`src/rtl/alu_pkg.sv`:
```
// Shared types and constants for the ALU issue stage: ALU control encoding,
// RV32I opcode/funct fields and the held-output record.
package alu_pkg;
  localparam int XLEN = 32;
  localparam int NREG = 32;
  localparam int AW   = $clog2(NREG);

  typedef enum logic [1:0] {
    ADD = 2'b00,
    SUB = 2'b01,
    AND = 2'b10,
    OR  = 2'b11
  } alu_op_t;

  localparam logic [6:0] OPC_R   = 7'b0110011;
  localparam logic [6:0] OPC_I   = 7'b0010011;
  localparam logic [2:0] F3_ADD  = 3'b000;
  localparam logic [2:0] F3_AND  = 3'b111;
  localparam logic [2:0] F3_OR   = 3'b110;
  localparam logic [6:0] F7_BASE = 7'b0000000;
  localparam logic [6:0] F7_SUB  = 7'b0100000;

  typedef struct packed {
    logic [XLEN-1:0] a;
    logic [XLEN-1:0] b;
    alu_op_t         op;
    logic [AW-1:0]   rd;
  } issue_out_t;
endpackage

```
`src/rtl/alu_issue_if.sv`:
```
// Instruction-in, operands-out and write-back buses of the issue stage.
interface alu_issue_if;
  import alu_pkg::*;
  logic            in_valid;
  logic            in_ready;
  logic [31:0]     in_instr;
  logic            out_valid;
  logic            out_ready;
  logic [XLEN-1:0] out_a;
  logic [XLEN-1:0] out_b;
  alu_op_t         out_alu_control;
  logic [AW-1:0]   out_rd;
  logic            wb_en;
  logic [AW-1:0]   wb_rd;
  logic [XLEN-1:0] wb_data;
  logic            illegal;

  modport slave (
    input  in_valid, in_instr, out_ready, wb_en, wb_rd, wb_data,
    output in_ready, out_valid, out_a, out_b, out_alu_control, out_rd, illegal
  );
  modport master (
    output in_valid, in_instr, out_ready, wb_en, wb_rd, wb_data,
    input  in_ready, out_valid, out_a, out_b, out_alu_control, out_rd, illegal
  );
endinterface

```
`src/rtl/alu_regfile.sv`:
```
// 2R1W register file, x0 tied to zero, write data bypassed to same-cycle reads.
module alu_regfile
  import alu_pkg::*;
(
  input  logic            clk,
  input  logic            rst_n,
  input  logic [AW-1:0]   raddr1_i,
  input  logic [AW-1:0]   raddr2_i,
  output logic [XLEN-1:0] rdata1_o,
  output logic [XLEN-1:0] rdata2_o,
  input  logic            we_i,
  input  logic [AW-1:0]   waddr_i,
  input  logic [XLEN-1:0] wdata_i
);
  logic [NREG-1:0][XLEN-1:0] mem_q;

  always_ff @(posedge clk or negedge rst_n) begin
    if (!rst_n)                        mem_q <= '0;
    else if (we_i && waddr_i != '0)    mem_q[waddr_i] <= wdata_i;
  end

  function automatic logic [XLEN-1:0] rd_port(input logic [AW-1:0] addr);
    if (addr == '0)                 return '0;
    else if (we_i && waddr_i == addr) return wdata_i;
    else                            return mem_q[addr];
  endfunction

  assign rdata1_o = rd_port(raddr1_i);
  assign rdata2_o = rd_port(raddr2_i);
endmodule

```
`src/rtl/alu_issue.sv`:
```
// Issue stage: decodes the RV32I ALU subset, reads operands, stalls on the
// pending scoreboard and holds one instruction for the ALU.
module alu_issue
  import alu_pkg::*;
(
  input  logic        clk,
  input  logic        rst_n,
  alu_issue_if.slave  bus
);
  logic [6:0]      opc, f7;
  logic [2:0]      f3;
  logic [AW-1:0]   rs1, rs2, rd;
  logic [XLEN-1:0] rdata1, rdata2, imm;
  logic            legal, is_r, hazard, accept;
  alu_op_t         op;

  issue_out_t      out_q, out_d;
  logic            vld_q, vld_d, ill_q, ill_d;
  logic [NREG-1:0] pend_q, pend_d;

  assign opc = bus.in_instr[6:0];
  assign rd  = bus.in_instr[11:7];
  assign f3  = bus.in_instr[14:12];
  assign rs1 = bus.in_instr[19:15];
  assign rs2 = bus.in_instr[24:20];
  assign f7  = bus.in_instr[31:25];
  assign imm = {{20{bus.in_instr[31]}}, bus.in_instr[31:20]};

  always_comb begin
    legal = 1'b0;
    is_r  = 1'b0;
    op    = ADD;
    if (opc == OPC_R) begin
      is_r = 1'b1;
      unique case ({f7, f3})
        {F7_BASE, F3_ADD}: begin legal = 1'b1; op = ADD; end
        {F7_SUB,  F3_ADD}: begin legal = 1'b1; op = SUB; end
        {F7_BASE, F3_AND}: begin legal = 1'b1; op = AND; end
        {F7_BASE, F3_OR }: begin legal = 1'b1; op = OR;  end
        default: ;
      endcase
    end else if (opc == OPC_I) begin
      unique case (f3)
        F3_ADD: begin legal = 1'b1; op = ADD; end
        F3_AND: begin legal = 1'b1; op = AND; end
        F3_OR:  begin legal = 1'b1; op = OR;  end
        default: ;
      endcase
    end
  end

  // A register being written back this cycle is no longer a hazard.
  function automatic logic busy(input logic [AW-1:0] r);
    return pend_q[r] && !(bus.wb_en && bus.wb_rd == r);
  endfunction

  assign hazard = legal && (busy(rs1) || (is_r && busy(rs2)) || busy(rd));
  assign bus.in_ready = !hazard && (!vld_q || bus.out_ready);
  assign accept = bus.in_valid && bus.in_ready;

  alu_regfile u_rf (
    .clk      (clk),
    .rst_n    (rst_n),
    .raddr1_i (rs1),
    .raddr2_i (rs2),
    .rdata1_o (rdata1),
    .rdata2_o (rdata2),
    .we_i     (bus.wb_en),
    .waddr_i  (bus.wb_rd),
    .wdata_i  (bus.wb_data)
  );

  always_comb begin
    out_d  = out_q;
    vld_d  = vld_q;
    pend_d = pend_q;
    ill_d  = accept && !legal;
    if (accept && legal) begin
      out_d.a  = rdata1;
      out_d.b  = is_r ? rdata2 : imm;
      out_d.op = op;
      out_d.rd = rd;
      vld_d    = 1'b1;
    end else if (bus.out_ready) begin
      vld_d = 1'b0;
    end
    // Clear before set so a same-cycle issue to the same rd keeps it pending.
    if (bus.wb_en)                   pend_d[bus.wb_rd] = 1'b0;
    if (accept && legal)             pend_d[rd] = 1'b1;
    pend_d[0] = 1'b0;
  end

  always_ff @(posedge clk or negedge rst_n) begin
    if (!rst_n) begin
      out_q  <= '0;
      vld_q  <= 1'b0;
      ill_q  <= 1'b0;
      pend_q <= '0;
    end else begin
      out_q  <= out_d;
      vld_q  <= vld_d;
      ill_q  <= ill_d;
      pend_q <= pend_d;
    end
  end

  assign bus.out_valid       = vld_q;
  assign bus.out_a           = out_q.a;
  assign bus.out_b           = out_q.b;
  assign bus.out_alu_control = out_q.op;
  assign bus.out_rd          = out_q.rd;
  assign bus.illegal         = ill_q;
endmodule

```
`src/flat_wrapper.sv`:
```
// flat-port wrapper written by rule: the top's interface ports become plain ports
module alu_issue_flat import alu_pkg::*;
  (clk, rst_n, bus_in_valid, bus_in_instr, bus_out_ready, bus_wb_en, bus_wb_rd, bus_wb_data, bus_in_ready, bus_out_valid, bus_out_a, bus_out_b, bus_out_alu_control, bus_out_rd, bus_illegal);
  alu_issue_if bus_i ();
  input  logic clk;
  input  logic rst_n;
  input wire logic [$bits(bus_i.in_valid)-1:0] bus_in_valid;
  input wire logic [$bits(bus_i.in_instr)-1:0] bus_in_instr;
  input wire logic [$bits(bus_i.out_ready)-1:0] bus_out_ready;
  input wire logic [$bits(bus_i.wb_en)-1:0] bus_wb_en;
  input wire logic [$bits(bus_i.wb_rd)-1:0] bus_wb_rd;
  input wire logic [$bits(bus_i.wb_data)-1:0] bus_wb_data;
  output wire logic [$bits(bus_i.in_ready)-1:0] bus_in_ready;
  output wire logic [$bits(bus_i.out_valid)-1:0] bus_out_valid;
  output wire logic [$bits(bus_i.out_a)-1:0] bus_out_a;
  output wire logic [$bits(bus_i.out_b)-1:0] bus_out_b;
  output wire logic [$bits(bus_i.out_alu_control)-1:0] bus_out_alu_control;
  output wire logic [$bits(bus_i.out_rd)-1:0] bus_out_rd;
  output wire logic [$bits(bus_i.illegal)-1:0] bus_illegal;
  assign bus_i.in_valid = bus_in_valid;
  assign bus_i.in_instr = bus_in_instr;
  assign bus_i.out_ready = bus_out_ready;
  assign bus_i.wb_en = bus_wb_en;
  assign bus_i.wb_rd = bus_wb_rd;
  assign bus_i.wb_data = bus_wb_data;
  assign bus_in_ready = bus_i.in_ready;
  assign bus_out_valid = bus_i.out_valid;
  assign bus_out_a = bus_i.out_a;
  assign bus_out_b = bus_i.out_b;
  assign bus_out_alu_control = bus_i.out_alu_control;
  assign bus_out_rd = bus_i.out_rd;
  assign bus_illegal = bus_i.illegal;
  alu_issue u_core (.clk(clk), .rst_n(rst_n), .bus(bus_i));
endmodule
```
`config.mk`:
```
export PLATFORM = sky130hd
export DESIGN_NAME = alu_issue_flat
export DESIGN_NICKNAME = d
export VERILOG_FILES = /design/src/rtl/alu_pkg.sv /design/src/rtl/alu_issue_if.sv /design/src/rtl/alu_regfile.sv /design/src/rtl/alu_issue.sv /design/src/flat_wrapper.sv
export SDC_FILE = /design/constraint.sdc
export NUM_CORES = 2
export LEC_CHECK = 0
export ABC_AREA = 1
export BUFFER_PORTS_ARGS = -buffer_cell sky130_fd_sc_hd__buf_4
export CAP_MARGIN = 20
export CORE_MARGIN = 2
export CORE_UTILIZATION = 45
export DETAILED_ROUTE_END_ITERATION = 16
export PLACE_DENSITY = 0.59
export SYNTH_ARGS = -nofsm -noshare
export SYNTH_HDL_FRONTEND = slang
export SYNTH_SLANG_ARGS = --single-unit
```
`constraint.sdc`:
```
create_clock -name clk -period 2.6 [get_ports clk]
set_input_delay 0.52 -clock clk [delete_from_list [all_inputs] [get_ports clk]]
set_output_delay 0.52 -clock clk [all_outputs]
set_load 0.01 [all_outputs]
```
==> metrics.yaml <==
grt.met1_usage_pct: 52.35
clk-insertion-delay-late_ps: 800
post-synth-top-count-cell: "nand2_1"
timing.critical_path.required_ps: 2080
failed_checks: "setup timing"
clockBufferDepth: 3
cp_max_fo: 3
report.power.total_uw: 52470
syn_avg_cell_area_um2: 7.476
fp.coreArea_um2: 133600
synthDominantAreaCellType: "dfrtp_1"
synth_enable_flop_cells: 0
maxCapViolCount: 0
final-setup-viol-count: 2
report.final.slew_viol_count: 0
synth_async_sr_flop_share_pct: 100.0
i_o_pin_cnt: 148
total_power_divided_by_cell_area_nw_per_um2: 728.5
outcome: "finished, violations left"
ant_nets: 0
ir_worst_vdd_v: 0.0006940
finalInstanceArea_um2: 72020
ys_dominant_reg_cell: "dfrtp_1"
syn_to_final_growth_pct: 18.79
cts_buffers: 134
worst_setup_hold_path_clk_slew_ps: 60
hold_viol: 0
place.gp.congestion: 0.9898
routed_wirelength_mm: 260.7
finish.cell_count_without_fillers: 10040
setup_slack_ps: -334.6
synthTopCellsByCount: "nand2_1 (1965), o21ai_0 (1592), dfrtp_1 (1128), a21oi_1 (668), clkbuf_1 (570)"
path_class: "flop to primary output"
leakagePower_uw: 0.03289
num_rows: 134
dp_cells: 9747
tritoncts: "done"
vias_in_the_first_global_route: 56850
worst_path_arrival_ps: 2410
rsz0062_at_grt: "yes"
finalNetCount: 8231
die_h_um: 371.1
detailedRoute.firstPassIterationCount: 6
num_vias: 61590
netlist-cell-type-count: 41
synthesis.yosys.warnings: 0
detail_route.wl_per_cell_um: 25.97
setup_tns_ps: -647.9
synth.yosys.seq_area_share_pct: 46.56
cpMaxStageDelayCell: "dfrtp_1"
placement.cell_area_um2: 66940
viasPerCell: 6.137
cell_type_with_the_highest_occurrence_count_on_the_critical_path: "nand3_1"
grt_pass1_wl_mm: 384.7
fin_skew_ps: 35.44
crit_path_start_kind: "flop"
die_area_um2: 137700
synth_seq_cells: 1128
worstHoldPathType: "input port to flop"
ys_top_cells_by_area: "dfrtp_1 (47%), o21ai_0 (13%), nand2_1 (12%)"
end_kind: "primary output"
global_route.usage.total_pct: 37.57
floorplan.die.width_um: 371.1
peak_usage_layer_in_the_global_routing_report: "met2"
fillCellCount: 12600
final_period_minus_worst_setup_slack_ps: 2935
grt_start_max_net_pins: 71
first_iter_violations: 9215
worstPathCellList: "inv_1 -> nand2_1 -> nand3_1 -> nand3_1 -> nand3_1 -> nand2_1 -> nor2_1 -> nor2_1 -> buf_4 -> nor2_4 -> inv_2 -> a21oi_2 -> buf_4"
post_synth_inst_count: 8109
mappedNetlistArea_um2: 60630
critical-path-max-stage-delay_ps: 430
place.detailed.hpwl_mm: 165.1
fmax_mhz: 340.8
grt_overflow_total: 0
timing.max_slew.rel_slack_pct: 45.72
antenna_found_initial: 8
postSynthNetCount: 8183
layout-drive-gt1-share_pct: 12.17
worst_margin_pin_slew_ps: 813.3
yosysTopAreaCellShare_pct: 46.56
ratio_of_final_minimum_period_to_clock_period_pct: 112.9
drcViolationCount: 0
numClockSinks: 1128
gr_util_met3_pct: 8.747
ctsRootBufferMaster: "clkbuf_16"
initial_utilization_pct: 45.37
grtUsageMet2_pct: 54.63
htree_num_levels: 4
placement.io_buffers: 147
## area by class of cell
type	instances	area (um2)	share of cell area, %
clock buffers	187	3931	5.459
well taps	1768	2212	3.072
flip-flops and latches	1128	28250	39.22
diodes	5	12.51	0.01737
multi-input cells	5708	27540	38.24
repair buffers	708	7541	10.47
inverters	477	1829	2.540
clock inverters	55	700.7	0.9729
## cell families (layout without fill, tap and decap cells)
kind of cell,count (synthesis),after routing,synth area share [%]
other,0,5,0
and+or+nand+nor,2731,2731,17.95
DFF,1128,1128,46.56
buffers and inverters,1273,1427,8.497
AOI/OAI and AO/OA,2977,2977,27.00
## final timing paths
check / depth (start not counted) / endpoint / from / slack (ps)
min in group asynchronous: 2 / u_core.u_rf.mem_q[451]$_DFFE_PN0P_ / rst_n / 210
min reg2reg: 0 / u_core.u_rf.mem_q[3]$_DFFE_PN0P_ / u_core.u_rf.mem_q[3]$_DFFE_PN0P_ / 400
max reg2reg: 24 / u_core.bus.illegal$_DFF_PN0_ / u_core.pend_q[7]$_DFF_PN0_ / -310
min: 3 / u_core.u_rf.mem_q[755]$_DFFE_PN0P_ / bus_wb_data[19] / 30
max in group asynchronous: 4 / u_core.u_rf.mem_q[272]$_DFFE_PN0P_ / rst_n / 1440
max: 13 / bus_in_ready / u_core.pend_q[7]$_DFF_PN0_ / -330
## power by group
group          leakage [uW]  internal, uW  switching (uW)  total [uW]
registers            0.0145         20600            2090       22700
logic                0.0161          3640            6080        9720
clock network       0.00229         12000            8060       20000
total                0.0329         36200           16200       52500
## per-layer routing
metal	share of wire, %	vias to the layer above
li1	-	27530
met1	41	29550
met2	42	3810
met3	11	697
met4	5.6	4
met5	0.0084	-
## sequential cells by signal, summed over array words and instances (netlist names)
name and flops:
u_core.bus.out_rd 5, u_core.bus.out_alu_control 2, u_core.bus.out_b 32, u_core.u_rf.mem_q 1024, u_core.pend_q 31, u_core.bus.out_a 32
u_core.bus.illegal 1, u_core.bus.out_valid 1
## metrics by stage
step	util (%)	hold slack [ps]	setup slack (ps)
3_5_place_dp	50.10	384.7	-276.7
6_report	53.89	26.37	-334.6
3_3_place_gp	50.10	381.2	-257.9
2_1_floorplan	-	224.4	290.2
5_1_grt	53.89	32.25	-449.1
4_1_cts	53.86	7.169	-349.9
## what timing repair did
item                                    4_1_cts  5_1_grt
pin swaps                                    12        6
hold endpoints to repair                    224        0
endpoints found under the setup margin        1        2
gates cloned                                  0        0
hold buffers                                 23        0
buffers inserted                             17        2
gates resized for setup                      34        6
## critical path, delay by kind of cell (launching register included)
family,cells,cell delay [ps]
buffers and inverters,4,440
AND/OR/NAND/NOR,8,630
flip-flops,1,430
AO/OA/AOI/OAI,1,110
## cell usage in the layout (no fill, tap or decap), types with 14 or more instances in the layout
cell           instances
o21ai_0             1587
inv_1                448
nand2_1             1934
nand4_1               31
clkbuf_8              23
buf_12               170
bufinv_16             14
o211ai_1             422
nor3_1                18
nand3_1              353
buf_4                508
a21oi_1              667
nor2_1               337
nand2_4               26
clkinv_2              29
dfrtp_2               17
inv_2                 22
clkbuf_1              23
clkbuf_16            141
dfrtp_1             1111
dlygate4sd3_1         23
a22oi_1              124
o21ai_1              137
No activity file was read; power rests on OpenSTA's default activity.
